--- config.mk ---
export PLATFORM = sky130hd
export DESIGN_NAME = ahb_apb_bridge
export DESIGN_NICKNAME = d
export VERILOG_FILES = /design/src/rtl/ahb_apb_bridge.sv
export SDC_FILE = /design/constraint.sdc
export NUM_CORES = 1
export LEC_CHECK = 0
export CORE_MARGIN = 2
export CORE_UTILIZATION = 35
export DETAILED_ROUTE_END_ITERATION = 8
export PLACE_DENSITY = 0.81
export REMOVE_ABC_BUFFERS = 1
export SETUP_SLACK_MARGIN = 0.5
export SKIP_LAST_GASP = 1
export SYNTH_ARGS = -nofsm -noshare
export SYNTH_HDL_FRONTEND = slang
export SYNTH_SLANG_ARGS = --single-unit
--- constraint.sdc ---
create_clock -name clk -period 1.5 [get_ports clk]
set_input_delay 0.3 -clock clk [delete_from_list [all_inputs] [get_ports clk]]
set_output_delay 0.3 -clock clk [all_outputs]
set_load 0.005 [all_outputs]
--- src/rtl/ahb_apb_bridge.sv ---
// ahb_apb_bridge: AHB-Lite slave to APB master bridge, one APB transfer per
// accepted AHB transfer, with three AHB wait states when PREADY is tied high.
// Optional feature: define APB_TIMEOUT_EN to add a 4-bit ACCESS timeout that
// ends a stalled transfer with a two-cycle AHB ERROR response.
module ahb_apb_bridge #(
   parameter int XLEN  = 64,
   parameter int ADDRW = 16
) (
   input  logic               clk,
   input  logic               reset,
   // AHB-Lite slave side
   input  logic               HSEL,
   input  logic [ADDRW-1:0]   HADDR,
   input  logic [1:0]         HTRANS,
   input  logic               HWRITE,
   input  logic [2:0]         HSIZE,
   input  logic               HREADY,
   input  logic [XLEN-1:0]    HWDATA,
   output logic [XLEN-1:0]    HRDATA,
   output logic               HREADYOUT,
   output logic               HRESP,
   // APB master side
   output logic               PSEL,
   output logic               PENABLE,
   output logic               PWRITE,
   output logic [ADDRW-1:0]   PADDR,
   output logic [XLEN-1:0]    PWDATA,
   output logic [XLEN/8-1:0]  PSTRB,
   input  logic [XLEN-1:0]    PRDATA,
   input  logic               PREADY
);

   localparam int NB   = XLEN / 8;
   localparam int OFFW = $clog2(NB);

   typedef enum logic [2:0] {
      IDLE   = 3'd0,
      LATCH  = 3'd1,
      SETUP  = 3'd2,
      ACCESS = 3'd3
`ifdef APB_TIMEOUT_EN
      ,
      ERR1   = 3'd4,
      ERR2   = 3'd5
`endif
   } state_t;

   state_t            state;
   state_t            next_state;
   logic              can_accept;
   logic              accept;
   logic              err_resp;
   logic [NB-1:0]     size_mask;
   logic [NB-1:0]     strobe;
   logic [ADDRW-1:0]  addr_q;
   logic              write_q;
   logic [NB-1:0]     strb_q;
   logic [XLEN-1:0]   wdata_q;
   logic [XLEN-1:0]   rdata_q;

`ifdef APB_TIMEOUT_EN
   logic [3:0]        tmo_cnt;

   // ACCESS stall counter: cleared while entering ACCESS, counts PREADY=0 cycles
   always_ff @(posedge clk) begin
      if (reset)
         tmo_cnt <= '0;
      else if (state == SETUP)
         tmo_cnt <= '0;
      else if (state == ACCESS && !PREADY)
         tmo_cnt <= tmo_cnt + 4'd1;
   end
`endif

   // State register
   always_ff @(posedge clk) begin
      if (reset)
         state <= IDLE;
      else
         state <= next_state;
   end

   // Next-state logic and state-decoded handshake outputs
   always_comb begin
      next_state = state;
      can_accept = 1'b0;
      HREADYOUT  = 1'b1;
      PSEL       = 1'b0;
      PENABLE    = 1'b0;
      err_resp   = 1'b0;
      case (state)
         IDLE: begin
            can_accept = 1'b1;
         end
         LATCH: begin
            HREADYOUT  = 1'b0;
            next_state = SETUP;
         end
         SETUP: begin
            HREADYOUT  = 1'b0;
            PSEL       = 1'b1;
            next_state = ACCESS;
         end
         ACCESS: begin
            HREADYOUT = 1'b0;
            PSEL      = 1'b1;
            PENABLE   = 1'b1;
            if (PREADY)
               next_state = IDLE;
`ifdef APB_TIMEOUT_EN
            else if (tmo_cnt == 4'hF)
               next_state = ERR1;
`endif
         end
`ifdef APB_TIMEOUT_EN
         ERR1: begin
            HREADYOUT  = 1'b0;
            err_resp   = 1'b1;
            next_state = ERR2;
         end
         ERR2: begin
            err_resp   = 1'b1;
            can_accept = 1'b1;
            next_state = IDLE;
         end
`endif
         default: begin
            next_state = IDLE;
         end
      endcase
      // NONSEQ and SEQ are the only transfer types that start a transfer
      accept = can_accept && HSEL && HREADY &&
               (HTRANS == 2'b10 || HTRANS == 2'b11);
      if (accept)
         next_state = LATCH;
   end

   // Byte-lane strobe from HSIZE at the address offset; oversize enables all lanes
   always_comb begin
      size_mask = '0;
      case (HSIZE)
         3'd0:    size_mask = NB'(1);
         3'd1:    size_mask = NB'(3);
         3'd2:    size_mask = NB'(15);
         default: size_mask = '1;
      endcase
      if (HSIZE >= 3'(OFFW))
         strobe = '1;
      else
         strobe = size_mask << HADDR[OFFW-1:0];
   end

   // Transfer capture, write-data latch and read-data return
   always_ff @(posedge clk) begin
      if (reset) begin
         addr_q  <= '0;
         write_q <= 1'b0;
         strb_q  <= '0;
         wdata_q <= '0;
         rdata_q <= '0;
      end else begin
         if (accept) begin
            addr_q  <= HADDR;
            write_q <= HWRITE;
            strb_q  <= HWRITE ? strobe : '0;
         end
         if (state == LATCH)
            wdata_q <= HWDATA;
         if (state == ACCESS && PREADY)
            rdata_q <= PRDATA;
      end
   end

   assign PADDR  = addr_q;
   assign PWRITE = write_q;
   assign PSTRB  = strb_q;
   assign PWDATA = wdata_q;
   assign HRDATA = rdata_q;
   assign HRESP  = err_resp;

endmodule

==> flow_metrics.py <==
metrics = {
    "logic_synthesis": {
        "synth.distinct_cells": 31,
        "postSynthAreaPerCell_sq_um": 8.96,
        "synth_flop_cell": "dfxtp_1",
        "ys_async_sr_fraction_pct": 0,
        "synth_area_sq_um": 5640,
        "ys_seq_area_share_pct": 55.0,
        "syn_inst": 629,
        "synth_seq_cells": 155,
        "synth-edff-count": 0,
        "yosysWarnings": 0,
    },
    "critical_path": {
        "path_buf_inv": 1,
        "cp-end-kind": "output port",
        "cp.required_ns": 1.20,
        "rrSetupSlack_ns": -0.07,
        "crit_type": "reg -> out",
        "worst-r2r-cell-count": 7,
        "crit_arrival_ns": 1.33,
        "path_delay_family": "flip-flops",
        "path_cells": "ha_2 > or2_4 > buf_6",
        "r2r-end": "PSTRB[2]$_SDFFE_PP0P_",
        "cpMaxStageDelayCell": "dfxtp_4",
        "critPathMaxFanout": 4,
        "timing.rr.start": "state[0]$_SDFFE_PP0P_",
        "cp-start-kind": "flop",
        "slowest_delay_ns": 0.36,
    },
    "global_routing": {
        "grt_pass1_vias": 5351,
        "grt_max_degree": 80,
        "grt-ovfl-total": 0,
        "grt_pass1_wl_mm": 27.9,
        "grt_use_total_pct": 21.4,
        "antenna_found_initial": 0,
    },
    "worst_hold_path": {
        "hp-start": "reset",
        "min_path_type": "in -> reg",
        "hold_path_depth": 2,
        "hold_end": "PWDATA[40]$_SDFFE_PP0N_",
    },
    "route": {
        "via_per_inst": 4.72,
        "routed_wl_mm": 20.6,
        "ant_nets": 0,
        "drcViolationCount": 0,
        "drtIter0Drc": 274,
        "drt_pass1_iterations": 5,
        "vias": 5706,
        "wl_per_cell_microns": 17.0,
    },
    "outcome": {
        "status": "finished, violations left",
        "violations": "negative setup slack",
    },
    "timing": {
        "fin_tns_setup_ns": -0.643,
        "period_share_pct": 108,
        "fmax_mhz": 615,
        "worst_hold_slack_ns": 0.245,
        "fin_skew_ns": 0.00944,
        "finalHoldViolCount": 0,
        "rsz0062_at_grt": "true",
        "setup_viol": 25,
        "fin_ws_ns": -0.126,
        "final_max_slew_viol_count": 0,
        "fin_crit_ns": 1.63,
    },
    "place": {
        "io_buffers": 309,
        "dp.cells": 1140,
        "hpwlAfterDp_mm": 12.6,
        "dpl_cell_area_sq_um": 9080,
        "gp_congestion": 0.784,
    },
    "clock_network": {
        "htreeDepth": 4,
        "clockBufferDepth": 2,
        "root_buffer": "clkbuf_16",
        "clock_latency_ns": 0.42,
        "cts_sinks": 155,
        "path_clk_slew_ns": 0.06,
        "cts-hold-fix-buffers": 0,
        "cts_tree": "built",
        "cts_buffers": 17,
    },
    "cells_and_area": {
        "fin_area_sq_um": 10400,
        "final_util_pct": 65.6,
        "final_cells": 1209,
        "syn_to_final_growth_pct": 84.1,
        "nFillCells": 1258,
        "fin_nets": 1140,
        "drive_above_1_share_pct": 44.5,
        "diodes": 0,
        "layout_commonest_cell": "nand2_1",
        "final_cell_mix": "166 x nand2_1, 153 x dfxtp_2, 152 x clkdlybuf4s50_1",
    },
    "floorplan": {
        "fp.coreArea_sq_um": 15800,
        "dieArea_sq_um": 17100,
        "pin_count": 312,
        "die_h_microns": 131,
        "rows": 46,
        "start_util_pct": 35.6,
        "die_x_microns": 131,
    },
    "power_and_ir_drop": {
        "vdd_ir_drop_max_mv": 0.718,
        "power_density_nw_per_um2": 919,
        "p_leak_nw": 4.21,
    },
    "run": {
        "drv_cap": 0,
    },
}
kinds of logic (layout without fill, tap and decap cells):
group	Yosys count	in the layout	share of synthesized area, %
muxes	66	66	11.7
buffers and inverters	49	413	4.17
DFF	155	155	55.1
and+or+nand+nor	247	247	17.2
other	1	1	0.0665
adders and majority gates	5	5	1.11
AOI/OAI and AO/OA	106	106	10.6
how the worst max path moves through the flow:
stage,startpoint,endpoint,slack [ns],depth (start not counted)
2_1_floorplan,state[1]$_SDFFE_PP0P_,PWDATA[0]$_SDFFE_PP0N_,-1.58,4
3_3_place_gp,HSIZE[1],PSTRB[1]$_SDFFE_PP0P_,-0.28,5
3_5_place_dp,HSIZE[1],PSTRB[1]$_SDFFE_PP0P_,-0.29,5
4_1_cts,state[0]$_SDFFE_PP0P_,PSEL,-0.13,4
5_1_grt,state[0]$_SDFFE_PP0P_,PSEL,-0.17,4
6_report,state[0]$_SDFFE_PP0P_,PSEL,-0.13,3
cell usage after synthesis, drive strengths merged (5+ instances only):
master | n | area (sq um)
nand2 | 168 | 631
dfxtp | 155 | 3100
a21oi | 86 | 434
mux2i | 66 | 661
nor2 | 66 | 250
buf | 35 | 183
clkbuf | 9 | 33.8
o21ai | 7 | 35.0
ha | 5 | 62.6
inv | 5 | 18.8
through the flow:
| stage | worst slack [ns] | power [W] |
|---|---|---|
| 2_1_floorplan | -1.58 | 0.00460 |
| 4_1_cts | -0.130 | 0.00951 |
| 3_5_place_dp | -0.286 | 0.00536 |
| 5_1_grt | -0.165 | 0.00985 |
| 6_report | -0.126 | 0.00953 |
| 3_3_place_gp | -0.276 | 0.00534 |
state kept, by name, summed over array words and instances, names as in the netlist:
signal,count
HRDATA,64
PWDATA,64
PADDR,16
PWRITE,1
state,2
PSTRB,8
layout make-up:
class                           instances  area [sq um]  share of cell area (%)
Multi-Input combinational cell        425          2480                    23.9
Tap cell                              216           270                    2.60
Clock inverter                         13           118                    1.13
Inverter                                5          18.8                   0.181
Sequential cell                       155          3300                    31.8
Clock buffer                           19           443                    4.27
Timing Repair Buffer                  376          3740                    36.1
where the power goes:
part / internal (W) / switching [W]
logic: 0.000709 / 0.000404
clock network: 0.00234 / 0.00180
registers: 0.00422 / 0.0000559
repair_timing:
item                       4_1_cts  5_1_grt
gates cloned                     8        5
gates resized for setup        886       34
setup endpoints to repair      311      311
buffers inserted                12       12
pin swaps                        3        2
layer usage:
layer / global-route usage, % / wire [microns]
met5: 0 / 0
met1: 23.6 / 7980
met4: 7.76 / 421
met2: 38.3 / 10600
met3: 7.17 / 1550
Note: power is estimated with default switching activity, not from simulation.
